--- src/rtl/axis_align_pkg.sv ---
`default_nettype none
// ============================================================================
// Module      : axis_align_pkg
// Description : Shared types and helpers for the AXI-Stream beat-alignment
//               padder. Provides the two-state FSM encoding and a clog2
//               helper that never returns zero, so counters keep at least one
//               bit even when the alignment granule is a single beat.
// Revision    : 1.0 - initial release
// ============================================================================
package axis_align_pkg;

    // PASS forwards upstream beats; PAD inserts filler beats after a short tlast.
    typedef enum logic {
        PASS = 1'b0,
        PAD  = 1'b1
    } align_state_t;

    // Counter width helper: $clog2 with a floor of one bit.
    function automatic int clog2_min1(input int n);
        int w;
        w = (n <= 1) ? 1 : $clog2(n);
        return w;
    endfunction

endpackage : axis_align_pkg
`default_nettype wire

--- src/rtl/axis_beat_align_pad.sv ---
`default_nettype none
// ============================================================================
// Module      : axis_beat_align_pad
// Description : Pads every AXI-Stream packet to a whole multiple of RATIO
//               beats so that a downstream RATIO:1 upsizer never emits a
//               partial last word. Real beats pass through unchanged; after a
//               short tlast, PAD_VALUE beats are inserted and tlast moves to
//               the final pad beat. Output is a single register slice
//               (1-cycle latency, 1 beat/cycle under continuous ready).
//
// Parameters  : DSIZE     - beat data width (bits)
//               RATIO     - alignment granule in beats (>= 1)
//               PAD_VALUE - data driven on inserted pad beats
//
// Ports       : clock       in   single clock, rising edge
//               rst_n       in   asynchronous active-low reset
//               in_tdata    in   slave beat data
//               in_tvalid   in   slave valid
//               in_tready   out  slave ready (independent of in_tvalid)
//               in_tlast    in   slave end of packet
//               out_tdata   out  master beat data (registered)
//               out_tvalid  out  master valid (registered)
//               out_tready  in   master ready
//               out_tlast   out  master end of packet, at beat index RATIO-1
//               pad_active  out  high while the FSM is in PAD
//               out_tuser   out  (BEAT_ALIGN_KEEP_EN only) 1 on pad beats
//
// Build macro : BEAT_ALIGN_KEEP_EN - adds out_tuser marking inserted beats.
//
// Revision    : 1.0 - initial release
// ============================================================================
module axis_beat_align_pad
    import axis_align_pkg::*;
#(
    parameter int                 DSIZE     = 8,
    parameter int                 RATIO     = 4,
    parameter logic [DSIZE-1:0]   PAD_VALUE = '0
) (
    input  logic             clock,
    input  logic             rst_n,
    input  logic [DSIZE-1:0] in_tdata,
    input  logic             in_tvalid,
    output logic             in_tready,
    input  logic             in_tlast,
    output logic [DSIZE-1:0] out_tdata,
    output logic             out_tvalid,
    input  logic             out_tready,
    output logic             out_tlast,
    output logic             pad_active
`ifdef BEAT_ALIGN_KEEP_EN
    ,
    output logic             out_tuser
`endif
);

    localparam int                 c_CNT_W    = clog2_min1(RATIO);
    localparam logic [c_CNT_W-1:0] c_LAST_IDX = c_CNT_W'(RATIO - 1);
    localparam logic [c_CNT_W-1:0] c_ONE      = c_CNT_W'(1);

    // ------------------------------------------------------------------------
    // State
    // ------------------------------------------------------------------------
    align_state_t       state_q,      state_d;
    logic [c_CNT_W-1:0] beat_idx_q,   beat_idx_d;
    logic [c_CNT_W-1:0] pad_left_q,   pad_left_d;
    logic [DSIZE-1:0]   out_tdata_q,  out_tdata_d;
    logic               out_tvalid_q, out_tvalid_d;
    logic               out_tlast_q,  out_tlast_d;
`ifdef BEAT_ALIGN_KEEP_EN
    logic               out_tuser_q,  out_tuser_d;
`endif

    logic               w_load_en;
    logic               w_in_accept;
    logic               w_idx_at_last;
    logic [c_CNT_W-1:0] w_idx_next;
    logic               w_short_last;

    // The output slice can take a new beat when it is empty or draining.
    // This single enable is shared by the FSM and the data path.
    assign w_load_en     = !out_tvalid_q || out_tready;
    assign w_in_accept   = in_tvalid && in_tready;
    assign w_idx_at_last = (beat_idx_q == c_LAST_IDX);
    assign w_idx_next    = w_idx_at_last ? '0 : (beat_idx_q + c_ONE);
    // A tlast that does not land on the final granule slot needs padding.
    // With RATIO==1 the index is always at the last slot, so PAD is unreachable.
    assign w_short_last  = w_in_accept && in_tlast && !w_idx_at_last;

    // ------------------------------------------------------------------------
    // FSM process 1: state register
    // ------------------------------------------------------------------------
    always_ff @(posedge clock or negedge rst_n) begin
        if (!rst_n) begin
            state_q <= PASS;
        end else begin
            state_q <= state_d;
        end
    end

    // ------------------------------------------------------------------------
    // FSM process 2: next-state logic
    // ------------------------------------------------------------------------
    always_comb begin
        state_d = state_q;
        case (state_q)
            PASS: begin
                if (w_short_last) begin
                    state_d = PAD;
                end
            end
            PAD: begin
                // Leaving PAD on the final pad load; in_tready only rises on
                // the following cycle, so the next packet never shares it.
                if (w_load_en && (pad_left_q == c_ONE)) begin
                    state_d = PASS;
                end
            end
            default: state_d = PASS;
        endcase
    end

    // ------------------------------------------------------------------------
    // FSM process 3: outputs
    // ------------------------------------------------------------------------
    always_comb begin
        in_tready  = 1'b0;
        pad_active = 1'b0;
        case (state_q)
            PASS:    in_tready  = w_load_en;
            PAD:     pad_active = 1'b1;
            default: in_tready  = 1'b0;
        endcase
    end

    // ------------------------------------------------------------------------
    // Output slice, beat index and pad countdown
    // ------------------------------------------------------------------------
    always_comb begin
        beat_idx_d   = beat_idx_q;
        pad_left_d   = pad_left_q;
        out_tdata_d  = out_tdata_q;
        out_tvalid_d = out_tvalid_q;
        out_tlast_d  = out_tlast_q;
`ifdef BEAT_ALIGN_KEEP_EN
        out_tuser_d  = out_tuser_q;
`endif
        if (w_load_en) begin
            case (state_q)
                PAD: begin
                    out_tdata_d  = PAD_VALUE;
                    out_tvalid_d = 1'b1;
                    out_tlast_d  = (pad_left_q == c_ONE);
                    pad_left_d   = pad_left_q - c_ONE;
                    beat_idx_d   = (pad_left_q == c_ONE) ? '0 : w_idx_next;
`ifdef BEAT_ALIGN_KEEP_EN
                    out_tuser_d  = 1'b1;
`endif
                end
                default: begin
                    if (w_in_accept) begin
                        out_tdata_d  = in_tdata;
                        out_tvalid_d = 1'b1;
                        out_tlast_d  = in_tlast && w_idx_at_last;
                        // Padding continues counting from the slot after the
                        // short last beat; a full-granule last wraps to zero.
                        beat_idx_d   = (in_tlast && w_idx_at_last) ? '0 : w_idx_next;
`ifdef BEAT_ALIGN_KEEP_EN
                        out_tuser_d  = 1'b0;
`endif
                        if (w_short_last) begin
                            pad_left_d = c_LAST_IDX - beat_idx_q;
                        end
                    end else begin
                        // Slice drained with nothing new to load.
                        out_tvalid_d = 1'b0;
                    end
                end
            endcase
        end
    end

    always_ff @(posedge clock or negedge rst_n) begin
        if (!rst_n) begin
            beat_idx_q   <= '0;
            pad_left_q   <= '0;
            out_tdata_q  <= '0;
            out_tvalid_q <= 1'b0;
            out_tlast_q  <= 1'b0;
`ifdef BEAT_ALIGN_KEEP_EN
            out_tuser_q  <= 1'b0;
`endif
        end else begin
            beat_idx_q   <= beat_idx_d;
            pad_left_q   <= pad_left_d;
            out_tdata_q  <= out_tdata_d;
            out_tvalid_q <= out_tvalid_d;
            out_tlast_q  <= out_tlast_d;
`ifdef BEAT_ALIGN_KEEP_EN
            out_tuser_q  <= out_tuser_d;
`endif
        end
    end

    assign out_tdata  = out_tdata_q;
    assign out_tvalid = out_tvalid_q;
    assign out_tlast  = out_tlast_q;
`ifdef BEAT_ALIGN_KEEP_EN
    assign out_tuser  = out_tuser_q;
`endif

    // ------------------------------------------------------------------------
    // Protocol properties
    // ------------------------------------------------------------------------
`ifndef SYNTHESIS
    a_hold_while_stalled : assert property (
        @(posedge clock) disable iff (!rst_n)
        (out_tvalid_q && !out_tready) |=>
            (out_tvalid_q && $stable(out_tdata_q) && $stable(out_tlast_q))
    );

    a_no_accept_in_pad : assert property (
        @(posedge clock) disable iff (!rst_n)
        (state_q == PAD) |-> !in_tready
    );

    a_pad_left_nonzero : assert property (
        @(posedge clock) disable iff (!rst_n)
        (state_q == PAD) |-> (pad_left_q != '0)
    );
`endif

endmodule : axis_beat_align_pad
`default_nettype wire

--- config.mk ---
export PLATFORM = sky130hd
export DESIGN_NAME = axis_beat_align_pad
export DESIGN_NICKNAME = d
export VERILOG_FILES = /design/src/rtl/axis_align_pkg.sv /design/src/rtl/axis_beat_align_pad.sv
export SDC_FILE = /design/constraint.sdc
export NUM_CORES = 1
export LEC_CHECK = 0
export CAP_MARGIN = 25
export CORE_ASPECT_RATIO = 1.25
export CORE_UTILIZATION = 35
export CTS_BUF_LIST = sky130_fd_sc_hd__clkbuf_16
export DETAILED_ROUTE_END_ITERATION = 6
export PLACE_DENSITY_LB_ADDON = 0.08
export SYNTH_ARGS = -nofsm -noshare
export SYNTH_HDL_FRONTEND = slang
export SYNTH_SLANG_ARGS = --single-unit
--- constraint.sdc ---
create_clock -name clock -period 1.9 [get_ports clock]
set_input_delay 0.19 -clock clock [delete_from_list [all_inputs] [get_ports clock]]
set_output_delay 0.19 -clock clock [all_outputs]
set_load 0.02 [all_outputs]
# [Word level (Yosys, flattened, before mapping)]
# Index checks and enable logic that the tools add are counted.
[classes] bitwise=1 muxes=19 reduce_logical=12 add_sub_neg=3 eq_ne=2
[op_table] op="$mux W2" count=8
[op_table] op="$mux W8" count=2
[op_table] op="$mux W1" count=8
[op_table] op="$logic_and A1 B1 Y1" count=5
[op_table] op="$reduce_bool A2 Y1" count=2
[op_table] op="$reduce_and A3 Y1" count=1
[op_table] op="$add A2 B1 Y2 const B" count=1
[op_table] op="$eq A2 B1 Y1 const B" count=1
[op_table] op="$eq A2 B2 Y1 const B" count=1
[op_table] op="$logic_not A1 Y1" count=2
[op_table] op="$pmux W1 S2" count=1
[op_table] op="$reduce_and A2 Y1" count=1
[op_table] op="$sub A2 B1 Y2 const B" count=1
[op_table] op="$sub A2 B2 Y2 const A" count=1
[op_table] op="$logic_or A1 B1 Y1" count=1
[op_table] op="$not A1 Y1" count=1
[totals] register_bits=15 output_inout_bits=12

# [Logic depth before layout (Yosys ltp)]
[logic_depth] ltp_word=9 ltp_mapped=5 ltp_nobuf=5

# [Worst setup path before layout]
# OpenSTA, ideal clock, no wires.
[synth_timing] kind="register -> register" start="reg out_tvalid_q (netlist: out_tvalid)" end="reg out_tlast_q (netlist: out_tlast)" period_less_slack_ns=1.333 setup_slack_ns=0.567 path_stages_with_launch=4 t_arrival_ns=1.208 cell_sequence="dfrtp_1 > or2b_2 > o21ai_2 > mux2_2"
[synth_between] elab_chain_len=6
[synth_rtl] element="from (decl)" line_no="axis_beat_align_pad.sv:67" rtl="logic out_tvalid_q, out_tvalid_d;"
[synth_rtl] element="from (signal assigned)" line_no="axis_beat_align_pad.sv:196" rtl="out_tvalid_q <= out_tvalid_d;"
[synth_rtl] element="$logic_not A1 Y1 (*)" line_no="axis_beat_align_pad.sv:81" rtl="assign w_load_en = !out_tvalid_q || out_tready;"
[synth_rtl] element="$logic_or A1 B1 Y1 (*)" line_no="axis_beat_align_pad.sv:81"
[synth_rtl] element="$mux W1" line_no="axis_beat_align_pad.sv:128" rtl="case (state_q)"
[synth_rtl] element="$logic_and A1 B1 Y1" line_no="axis_beat_align_pad.sv:82" rtl="assign w_in_accept = in_tvalid && in_tready;"
[synth_rtl] element="$reduce_bool A2 Y1 (no line)"
[synth_rtl] element="$reduce_and A2 Y1 (no line) (*)"
[synth_rtl] element="to (signal assigned)" line_no="axis_beat_align_pad.sv:197" rtl="out_tlast_q <= out_tlast_d;"
[synth_rtl] element="to (decl)" line_no="axis_beat_align_pad.sv:68" rtl="logic out_tlast_q, out_tlast_d;"
# Every way passes the cells marked *; elsewhere a longest branch is shown, timed or not.
# A chain may end at the register's enable or synchronous reset.

# [Final worst setup path]
[layout_timing] start="reg state_q" end="out pad_active"
[layout_between] elab_chain_len=1
[layout_rtl] element="from (decl)" line_no="axis_beat_align_pad.sv:63" rtl="align_state_t state_q, state_d;"
[layout_rtl] element="from (signal assigned)" line_no="axis_beat_align_pad.sv:96" rtl="state_q <= state_d;"
[layout_rtl] element="$mux W1" line_no="axis_beat_align_pad.sv:128"
[layout_rtl] element="to (decl)" line_no="axis_beat_align_pad.sv:49" rtl="output logic pad_active"
# No other way between the ends.

==> results.cfg <==
[setup_path]
max_stage_delay_ns = 0.69
cp_cell_sequence = clkdlybuf4s50_1
path_class = reg2out
worst-path-buf-inv = 1
start_kind = register
cp.required_ns = 1.71
critPathArrivalTime_ns = 1.57
path_max_fanout = 15
crit_family = buffers and inverters
worstSetupEndpointType = output pin
cp_slowest_cell = clkdlybuf4s50_1

[synth]
synth-compound-area-share = 0.1847
synthMuxAreaShare = 0.02962
ys_types = 25
synth-simple-area-share = 0.1847
avgSynthCellArea_sq_um = 11.77
synth_cells = 61
yosysSeqAreaShare = 0.5226
synthXorXnorAreaFrac = 0
synth_fa_ha_area_frac = 0.03484
synthTopCellsByCount = dfrtp_1, a22o_1, nand2_1, nor2_1, o21ai_0
synthFlopType = dfrtp_1
yosysWarnings = 0
yosysTopAreaCell = dfrtp_1
synth_area_leaders = dfrtp_1, a22o_1, ha_1
synth.most_common_cell = dfrtp_1
syn-num-nets = 76
synth_top_area_share = 0.5226
synth_area_sq_um = 718.2
synthArstFlopShare = 1.000
synth_top_family_by_area = compound AO/OA/AOI/OAI gates
synth_enable_flop_cells = 0
ys_seq_elements = 15

[floorplanning]
core-area_sq_um = 1851
ioPinCount = 25
rows = 17
initial_core_util = 0.3881
die_height_um = 52.65
dieWidth_um = 42.52
die_area_sq_um = 2238

[power_and_ir_drop]
leakage_nw = 0.4752
peakVddDrop_v = 0.0007972
p_per_area_nw_per_um2 = 1567

[final_layout]
nNetsFinal = 104
synthToLayoutAreaGrowth_pct = 46.69
drive_gt1_frac = 0.1364
multi_input_area_sq_um = 311.5
fillCellCount = 166
antenna-diode-count = 0
ff_latch_area_sq_um = 375.4
final_area_sq_um = 1054

[sta]
hold_ws_ns = 0.2674
fin_ws_ns = 0.1365
finalHoldViolations = 0
period_needed_ns = 1.764
skew_ns = 0.001406
fmax_mhz = 567.0
worst_pin_slew_ns = 0.4836
tns_ns = 0
period_share = 0.9282
relSlewSlack = 0.6776
slew_viol_final = 0
setup_viol = 0
rsz0062_at_grt = no

[detailed_routing]
detail-route-antenna-nets = 0
drt_pass1_iterations = 4
dr.first_iter.drc_count = 8
drc_errors = 0
wl_per_cell_um = 14.85
vias_per_cell = 5.514
vias = 590
drt_wl_total_mm = 1.589

[clocking]
htree_levels = 1
cts_setup_buffers = 0
clockBufferDepth = 2
cts_buffers = 3
clk_latency_ns = 0.24
cts_root_buffer = clkbuf_16
ctsResizeCount = 0
clk_pin_slew_ns = 0.05
hold_buffers = 0
numClockSinks = 15
cts_tree = built

[global_route]
grt_pass1_vias = 552
antenna_found_initial = 0
grt_usage = 0.1636
grt_max_degree = 16
grt_pass1_wl_mm = 2.615
grt_overflow = 0

[place]
dp_slack_ns = 0.2223
routabilityCongestion = 0.7942
dp_hpwl_mm = 1.078
placed_area_sq_um = 973.4
portBuffers = 24

[run_status]
outcome = finished clean

[job]
maxCapViolCount = 0

[hold_path]
hold_path_class = in2async
power by group:
| part | switching, W | internal, W |
|---|---|---|
| Sequential | 0.000122 | 0.000442 |
| Clock | 0.000125 | 0.000281 |
| Combinational | 0.000324 | 0.000357 |
metal layers:
metal  up-vias  track usage  share of wire
met4         0      0.09375          0.010
met3         2      0.03103          0.026
met5         -            0              0
li1        278            -              -
met1       294       0.2165           0.43
met2        16       0.2487           0.53
through the flow:
stage	std cells	total power (W)	util
final	107	0.001651	0.5693
after global routing	107	0.001767	0.5693
after global placement	103	0.001235	0.5260
after floorplan	61	0.0009660	-
after detailed placement	103	0.001240	0.5260
after CTS	107	0.001667	0.5693
cells by family after synthesis:
family,after synthesis
multiplexers,2
AND/OR/NAND/NOR,20
adder cells (fa/ha/maj),2
AO/OA/AOI/OAI,17
buffers and inverters,5
flip-flops,15
flip-flops by register name, summed over array words and instances (netlist names):
name and count:
beat_idx_q 2, out_tdata 8, out_tlast 1, out_tvalid 1, pad_left_q 2, state_q 1
cell type report:
type / count / area share
repair buffers: 26 / 0.2423
clock buffers: 3 / 0.07126
flip-flops and latches: 15 / 0.3563
well taps: 19 / 0.02257
inverters: 2 / 0.007126
clock inverters: 1 / 0.004751
multi-input cells: 41 / 0.2957
placed cells by master, fill, tap and decap left out, types with 2 or more instances in the layout:
master	instances
a22o_1	9
ha_1	2
nor2_1	4
nand2_1	5
inv_1	2
nand3b_1	2
clkbuf_16	3
dfrtp_1	15
nor2b_1	2
buf_4	2
o21ai_0	4
clkdlybuf4s50_1	24
final timing paths:
path | startpoint | depth (start not counted) | slack (ns) | endpoint
setup / recovery | state_q | 1 | 0.14 | pad_active
hold / removal | rst_n | 2 | 0.27 | out_tvalid
setup reg to reg | beat_idx_q[0] | 4 | 0.45 | pad_left_q[0]
hold reg to reg | pad_left_q[1] | 1 | 0.49 | pad_left_q[1]
max in group asynchronous | rst_n | 2 | 1.46 | pad_left_q[1]
min in group clock | pad_left_q[1] | 1 | 0.49 | pad_left_q[1]
(Power assumes the default switching activity.)
